**config.mk**
```make
export PLATFORM = sky130hd
export DESIGN_NAME = multicycle_sequencer
export DESIGN_NICKNAME = d
export VERILOG_FILES = /design/src/rtl/multicycle_sequencer.sv
export SDC_FILE = /design/constraint.sdc
export NUM_CORES = 1
export LEC_CHECK = 0
export ABC_CLOCK_PERIOD_IN_PS = 9200
export CAP_MARGIN = 25
export CELL_PAD_IN_SITES_DETAIL_PLACEMENT = 1
export CELL_PAD_IN_SITES_GLOBAL_PLACEMENT = 1
export CORE_MARGIN = 8
export CORE_UTILIZATION = 39
export CTS_BUF_LIST = sky130_fd_sc_hd__clkbuf_4 sky130_fd_sc_hd__clkbuf_8 sky130_fd_sc_hd__clkbuf_16
export DETAILED_ROUTE_END_ITERATION = 6
export GPL_ROUTABILITY_DRIVEN = 0
export HOLD_SLACK_MARGIN = 0.08
export PLACE_DENSITY = 0.88
export SLEW_MARGIN = 20
export SYNTH_ARGS = -nofsm -noshare
export SYNTH_HDL_FRONTEND = slang
export SYNTH_SLANG_ARGS = --single-unit
export TNS_END_PERCENT = 5
```
**constraint.sdc**
```tcl
create_clock -name clk -period 9.2 [get_ports clk]
set_input_delay 2.3 -clock clk [delete_from_list [all_inputs] [get_ports clk]]
set_output_delay 2.3 -clock clk [all_outputs]
set_load 0.02 [all_outputs]
```
**src/rtl/multicycle_sequencer.sv**
```systemverilog
`default_nettype none
// ============================================================================
// Module   : multicycle_sequencer
// Purpose  : Multicycle MIPS control FSM (FETCH/DECODE/EXEC/MEM/WB/HALT).
//            It stalls on the shared memory port's mem_ready and halts on
//            SYSCALL. Strobes are decoded from state and the latched
//            opcode/funct. In DECODE they use the live opcode/funct.
// Revision : 1.0 - initial release
// ============================================================================
module multicycle_sequencer #(
  parameter int CNT_W = 32
) (
  input  logic             clk,
  input  logic             reset,
  input  logic [5:0]       opcode,
  input  logic [5:0]       funct,
  input  logic             mem_ready,
  input  logic             zero,
  output logic             PCWrite,
  output logic [1:0]       pc_src,
  output logic             IRWrite,
  output logic             MemRead,
  output logic             MemWrite,
  output logic             ALUSrc,
  output logic [5:0]       ALUOp,
  output logic             RegWrite,
  output logic             RegDst,
  output logic             MemtoReg,
  output logic             WriDataSel,
  output logic             JumpSel,
  output logic             halted,
  output logic [2:0]       state,
  output logic [CNT_W-1:0] retired
);

  typedef enum logic [2:0] {
    S_FETCH  = 3'd0,
    S_DECODE = 3'd1,
    S_EXEC   = 3'd2,
    S_MEM    = 3'd3,
    S_WB     = 3'd4,
    S_HALT   = 3'd5
  } state_t;

  // Instruction classes. Unknown encodings fold into C_NOP.
  typedef enum logic [3:0] {
    C_NOP  = 4'd0,
    C_J    = 4'd1,
    C_JAL  = 4'd2,
    C_JR   = 4'd3,
    C_SYS  = 4'd4,
    C_LW   = 4'd5,
    C_SW   = 4'd6,
    C_BNE  = 4'd7,
    C_ADDI = 4'd8,
    C_XORI = 4'd9,
    C_RALU = 4'd10
  } cls_t;

  localparam logic [5:0] OP_RTYPE = 6'b000000;
  localparam logic [5:0] OP_LW    = 6'b100011;
  localparam logic [5:0] OP_SW    = 6'b101011;
  localparam logic [5:0] OP_J     = 6'b000010;
  localparam logic [5:0] OP_JAL   = 6'b000011;
  localparam logic [5:0] OP_BNE   = 6'b000101;
  localparam logic [5:0] OP_XORI  = 6'b001110;
  localparam logic [5:0] OP_ADDI  = 6'b001000;
  localparam logic [5:0] FN_JR    = 6'b001000;
  localparam logic [5:0] FN_ADD   = 6'b100000;
  localparam logic [5:0] FN_SUB   = 6'b100010;
  localparam logic [5:0] FN_SLT   = 6'b101010;
  localparam logic [5:0] FN_SYS   = 6'b001100;

  localparam logic [5:0] ALU_ADD  = 6'b100000;
  localparam logic [5:0] ALU_SUB  = 6'b100010;
  localparam logic [5:0] ALU_XOR  = 6'b100110;
  localparam logic [5:0] ALU_IDLE = 6'b101100;

  state_t           state_q;
  state_t           state_d;
  logic [5:0]       op_q;
  logic [5:0]       fn_q;
  logic [CNT_W-1:0] retired_q;
  cls_t             cls;

  function automatic cls_t classify(input logic [5:0] op, input logic [5:0] fn);
    cls_t c;
    c = C_NOP;
    case (op)
      OP_LW:   c = C_LW;
      OP_SW:   c = C_SW;
      OP_J:    c = C_J;
      OP_JAL:  c = C_JAL;
      OP_BNE:  c = C_BNE;
      OP_XORI: c = C_XORI;
      OP_ADDI: c = C_ADDI;
      OP_RTYPE: begin
        case (fn)
          FN_JR:                  c = C_JR;
          FN_SYS:                 c = C_SYS;
          FN_ADD, FN_SUB, FN_SLT: c = C_RALU;
          default:                c = C_NOP;
        endcase
      end
      default: c = C_NOP;
    endcase
    return c;
  endfunction

  // Next-state and strobe decode. Reset forces every strobe to its default.
  always_comb begin
    state_d    = S_FETCH;
    PCWrite    = 1'b0;
    pc_src     = 2'd0;
    IRWrite    = 1'b0;
    MemRead    = 1'b0;
    MemWrite   = 1'b0;
    ALUSrc     = 1'b0;
    ALUOp      = ALU_IDLE;
    RegWrite   = 1'b0;
    RegDst     = 1'b0;
    MemtoReg   = 1'b0;
    WriDataSel = 1'b0;
    JumpSel    = 1'b0;
    halted     = 1'b0;
    cls        = (state_q == S_DECODE) ? classify(opcode, funct) : classify(op_q, fn_q);
    if (!reset) begin
      case (state_q)
        S_FETCH: begin
          MemRead = 1'b1;
          ALUOp   = ALU_ADD;
          if (mem_ready) begin
            IRWrite = 1'b1;
            PCWrite = 1'b1;
            state_d = S_DECODE;
          end else begin
            state_d = S_FETCH;
          end
        end
        S_DECODE: begin
          case (cls)
            C_J: begin
              PCWrite = 1'b1;
              pc_src  = 2'd2;
            end
            C_JAL: begin
              PCWrite  = 1'b1;
              pc_src   = 2'd2;
              RegWrite = 1'b1;
            end
            C_JR: begin
              PCWrite = 1'b1;
              pc_src  = 2'd3;
              JumpSel = 1'b1;
            end
            C_NOP:   state_d = S_FETCH;
            C_SYS:   state_d = S_HALT;
            default: state_d = S_EXEC;
          endcase
        end
        S_EXEC: begin
          case (cls)
            C_BNE: begin
              ALUOp   = ALU_SUB;
              PCWrite = ~zero;
              pc_src  = 2'd1;
            end
            C_LW, C_SW: begin
              ALUSrc  = 1'b1;
              ALUOp   = ALU_ADD;
              state_d = S_MEM;
            end
            C_ADDI: begin
              ALUSrc  = 1'b1;
              ALUOp   = ALU_ADD;
              state_d = S_WB;
            end
            C_XORI: begin
              ALUSrc  = 1'b1;
              ALUOp   = ALU_XOR;
              state_d = S_WB;
            end
            C_RALU: begin
              ALUOp   = fn_q;
              state_d = S_WB;
            end
            default: state_d = S_FETCH;
          endcase
        end
        S_MEM: begin
          // Strobe is held every cycle until the memory acknowledges.
          MemRead  = (cls == C_LW);
          MemWrite = (cls == C_SW);
          if (!mem_ready)         state_d = S_MEM;
          else if (cls == C_LW)   state_d = S_WB;
          else                    state_d = S_FETCH;
        end
        S_WB: begin
          RegWrite   = 1'b1;
          WriDataSel = 1'b1;
          RegDst     = (cls == C_RALU);
          MemtoReg   = (cls == C_LW);
        end
        S_HALT: begin
          halted  = 1'b1;
          state_d = S_HALT;
        end
        default: state_d = S_FETCH;
      endcase
    end
  end

  // State register, instruction latch and retired-instruction counter.
  always_ff @(posedge clk) begin
    if (reset) begin
      state_q   <= S_FETCH;
      op_q      <= 6'd0;
      fn_q      <= 6'd0;
      retired_q <= '0;
    end else begin
      state_q <= state_d;
      if (state_q == S_DECODE) begin
        op_q <= opcode;
        fn_q <= funct;
      end
      if (state_d == S_FETCH &&
          (state_q == S_DECODE || state_q == S_EXEC ||
           state_q == S_MEM    || state_q == S_WB)) begin
        retired_q <= retired_q + 1'b1;
      end
    end
  end

  assign state   = reset ? S_FETCH : state_q;
  assign retired = retired_q;

endmodule
`default_nettype wire

```
Yosys cells after proc, flatten, opt, wreduce, memory -nomap -nowiden. Cells that the tools add are included.

Register bits after elaboration: 47.

Add/sub/neg operators: 1. Equality and inequality tests: 39. Muxes and demuxes: 48. Bitwise operators: 1. Reductions and logical operators: 18.

Operators by type and width (number): 4-bit case mux with 8 select lines (2); 6-bit == test, second input constant (10); 6-bit by 4-bit == test with 1-bit output, second input constant (8); 32-bit by 1-bit adder with 32-bit output, second input constant (1); 1-bit two-way mux (27); 6-bit by 2-bit == test with 1-bit output, second input constant (4); 4-bit case mux with 3 select lines (2); 6-bit case mux with 4 select lines (1); 4-bit by 3-bit == test with 1-bit output, second input constant (4); 3-bit case mux with 5 select lines (1); 3-bit OR reduction (5); 4-bit == test, second input constant (3); 6-bit by 3-bit == test with 1-bit output, second input constant (2); 6-bit logical NOT (2); 3-bit two-way mux (4); 3-bit case mux with 2 select lines (2); 6-bit case mux with 2 select lines (1); 4-bit by 2-bit == test with 1-bit output, second input constant (2); 2-bit case mux with 2 select lines (2); 4-bit OR reduction (2); 3-bit by 2-bit == test with 1-bit output, second input constant (2); 3-bit == test, second input constant (2); 3-bit logical NOT (2); 6-bit two-way mux (1); other kinds (11) (15).

Logic depth before layout (Yosys ltp).
Depth after elaboration: 12. Gate-level depth with buffers: 12. Depth with buffers taken out: 9.

Least setup slack after synthesis. OpenSTA, ideal clock, no wires.

Kind: input to output. Start: in funct[4]. End: out PCWrite. Arrival: 4.624 ns. Data required time: 6.900 ns. Path slack: 2.276 ns. Stages on the path: 8. Path buffers: 1. Cells stage by stage: or4_1 > nor3_1 > a211oi_1 > o32a_2 > clkbuf_1 > nor2_1 > nand4b_1 > a311oi_1.

Word-level cells in the longest chain between the ends: 10. Elaborated cells on any way between the ends: 18. Those cells by class: eq/ne (9); mux (7); reduce/logical (2).

RTL lines: start: declaration (line 16) `input logic [5:0] funct,`; 6-bit == test (line 98) `case (fn)`; 3-bit OR reduction (line 98); 4-bit case mux with 3 select lines * (line 98); 4-bit case mux with 8 select lines * (line 89) `case (op)`; 4-bit two-way mux * (line 126) `cls = (state_q == S_DECODE) ? classify(opcode, funct) : classify(op_q, fn_q);`; 4-bit by 2-bit == test with 1-bit output / 4-bit by 1-bit == test with 1-bit output (equally long branches) (line 141) `case (cls)`; 3-bit OR reduction (no source line); 1-bit two-way mux (line 141); 1-bit case mux with 3 select lines * (line 128) `case (state_q)`; 1-bit two-way mux * (line 127) `if (!reset) begin`; end: declaration (line 19) `output logic PCWrite,`.

Mark *: on every way between the ends. The rest lies on a longest branch, timed or not.

Worst setup path in the final report.
Start: in opcode[1]. End: out PCWrite.

Word-level cells in the longest chain between the ends: 8. Elaborated cells on any way between the ends: 19. Those cells by class: eq/ne (11); mux (6); reduce/logical (2).

RTL lines: start: declaration (line 15) `input logic [5:0] opcode,`; 6-bit by 4-bit == test with 1-bit output (tied with other cells) (line 89); 4-bit case mux with 8 select lines * (line 89); 4-bit two-way mux * (line 126); 4-bit by 2-bit == test with 1-bit output / 4-bit by 1-bit == test with 1-bit output (equally long branches) (line 141); 3-bit OR reduction (no source line); 1-bit two-way mux (line 141); 1-bit case mux with 3 select lines * (line 128); 1-bit two-way mux * (line 127).

Marked as above.

==> results.md <==
- Net Sw Power: between 100 and 150 uW
- Largest net degree at the start of global routing: between 50 and 60
- Ys async rst share: 0%
- Startpoint Class: primary input
- Post-CTS setup buffers: 0
- Max Slew Vio Count: 0
- Ys flop type: dfxtp_1
- Die ar.: ~11,000 um^2
- Total power: about 470 uW
- Post-CTS Resized: 0
- Leakage dissipation: around 1.3 nW
- Flops & latches, synth: 47
- Hold Path Cell Cnt: 2
- CP endpoint kind: output port
- Synth warnings: 0
- CP Data Arrival Time: 5.65 ns
- CTS tree: done
- Synth top cells by count: 56 x nand2_1, 50 x a21oi_1, 47 x dfxtp_1, 26 x o21ai_0, 21 x nor2_1
- Post-Syn Area: around 3200 um^2
- Crit path buffers/inverters: 2
- Slew headroom: approximately 40%
- Most common cell in the netlist: nand2_1
- EDFF count, synth: 0
- Final ANT Viol Nets: 0
- Biggest area consumer among synthesized cells: dfxtp_1
- RSZ-0062 raised after global routing: false
- Hold WC Path Type: reg -> reg
- Ant diodes: 0
- Netlist cell types: 72
- Critical Path Most Common Cell: clkdlybuf4s50_1
- Post-Route WL: between 10 and 15 mm
- CP max stage cell: or4_1
- PD cells: 119 nW/um^2
- Fill count: a little over 1,000
- Count of final setup violators: 0
- Initial antenna violation count: 0
- # IOs: 70
- VDD IR-drop max: around 70 uV
- Worst-Margin Slew: ~0.89 ns
- Reg power frac: 45.9%
- Crit share post-route: 86.5%
- Synth top area share: 29.7%
- DR WL/cell: roughly 17 um
- DRT iter0 DRCs: approximately 110
- Grt ovf: 0
- Sw frac: 30.7%
- Comb pwr share: approximately 22%
- Period minus WS final: between 7 and 8 ns
- Top cell family by delay on the critical path: buffers and inverters
- Maximum clock path buffer count: 2
- Number of hold violations in the final report: 0
- Layout cell share with drive strength beyond 1: under 10%
- Post-DP HPWL: roughly 7.4 mm
- Crit path depth: 9
- Overall Global Routing Usage: 17.4%
- Cell Rows: 33
- Area grow syn2layout: 24.7%
- Syn Inst Count: between 400 and 500
- Clock sink count: 47
- Worst reg2reg path depth: 9
- P_int: about 330 uW
- Outcome: complete, no violations
- Worst-Skew Late Latency: 0.30 ns
- Die span in y: 106 um
- Power share of the clock group: 32.6%
- Htree depth: 2
- Max Cap Viol: 0
- Setup TNS Final: 0 ns
- Syn_area_per_cell: around 7.4 um^2
- Via count: around 3,400
- Clk pin slew, worst setup/hold paths: 0.09 ns
- Starting density of the core: between 30% and 40%
- FMAX: 126 MHz
- First-pass GRT wire length: 16.7 mm
- CTS Hold Bufs: 0
- Max FO, Critical Path: 13
- Slowest Stage Delay on Critical Path: roughly 0.66 ns
- Cell chain of the critical path: clkdlybuf4s50_1, or4_1, nor3_1, a211oi_1, o32a_2, nor2_1, nand4b_1, a311oi_1, clkdlybuf4s50_1
- Setup Skew: between 0.01 and 0.015 ns
- Synth top area cells: dfxtp_1 30%, a21oi_1 7.9%, nand2_1 6.6%
- Final layout net count: around 490
- PortBufs: 66
- CP required: between 6 and 7 ns
- Core footprint: between 8000 and 9000 um^2
- Drt pass-1 iters: 4
- Clock root cell: clkbuf_8
- Die W: 106 um
- Kind of critical path: in -> out
- CTS Buf Count: 5
- Seq/Total Area, Yosys: between 20% and 30%
- Vias in the first global route: ~3,400
- DRC violations left: 0
- Via-to-Cell Ratio: approximately 5.8
==> tightest hold or removal path, delay by kind of cell (launching register included) <==
kind | cells | cell delay [ns]
and+or+nand+nor | 1 | 0.05
DFF | 1 | 0.32
AOI/OAI and AO/OA | 1 | 0.05
==> power groups by stage <==
stage	Clock, mW	Combinational [mW]	Sequential [mW]
2_1_floorplan	0	0.0722	0.218
3_3_place_gp	0	0.0961	0.221
3_5_place_dp	0	0.0992	0.221
4_1_cts	0.157	0.100	0.217
5_1_grt	0.167	0.111	0.218
6_report	0.154	0.102	0.217
==> worst paths after layout <==
path / startpoint / end / slack, ns
max: opcode[1] / PCWrite / 1.25
min: fn_q[0]$_SDFFE_PP0P_ / fn_q[0]$_SDFFE_PP0P_ / 0.46
max reg2reg: state_q[0]$_SDFF_PP0_ / retired[24]$_SDFFE_PP0P_ / 5.13
min reg2reg: fn_q[0]$_SDFFE_PP0P_ / fn_q[0]$_SDFFE_PP0P_ / 0.46
==> registers in the layout (all words and copies together) (netlist names) <==
name and count:
retired 32, state_q 3, op_q 6, fn_q 6
==> cells by family (layout without fill, tap and decap cells) <==
kind of cell | Yosys count | in the layout | share of synthesized area [%]
simple gates | 194 | 194 | 34.1
compound gates | 127 | 127 | 26.7
buf+inv | 48 | 92 | 6.71
flops | 47 | 47 | 29.7
xor+xnor | 8 | 8 | 2.21
other cells | 2 | 3 | 0.237
fa+ha+maj | 1 | 1 | 0.395
==> routing by layer <==
layer	GRT usage [%]	wire [um]
met1	21.2	4670
met2	29.8	4710
met3	3.69	504
met4	5.63	175
met5	0	0
==> area by class of cell <==
class | count | area, um^2 | area share [%]
multi-input cells | 333 | 2020 | 51.1
flip-flops and latches | 47 | 941 | 23.8
repair buffers | 67 | 683 | 17.3
well taps | 105 | 131 | 3.32
clock buffers | 5 | 68.8 | 1.74
inverters | 17 | 63.8 | 1.61
clock inverters | 3 | 43.8 | 1.11
==> stage by stage <==
| stage | hold WS, ns | utilization, % | instances | setup WS, ns | instance area, um^2 |
|---|---|---|---|---|---|
| 4_1_cts | 0.459 | 48.7 | 576 | 1.26 | 3930 |
| 6_report | 0.458 | 49.1 | 577 | 1.25 | 3950 |
| 2_1_floorplan | 0.431 | - | 428 | 2.28 | 3170 |
| 3_3_place_gp | 0.441 | 47.4 | 568 | 1.42 | 3810 |
| 5_1_grt | 0.473 | 49.1 | 577 | 1.02 | 3950 |
| 3_5_place_dp | 0.447 | 47.4 | 568 | 1.27 | 3810 |
==> layout by cell type (no fill, tap or decap), types with 13 or more instances in the layout <==
cell,n
o21ai_0,26
inv_1,16
nand2_1,56
a21oi_1,50
dfxtp_1,47
nor3_1,15
nand3_1,15
or3_1,13
nor2_1,21
clkdlybuf4s50_1,65
(Power assumes the default switching activity.)
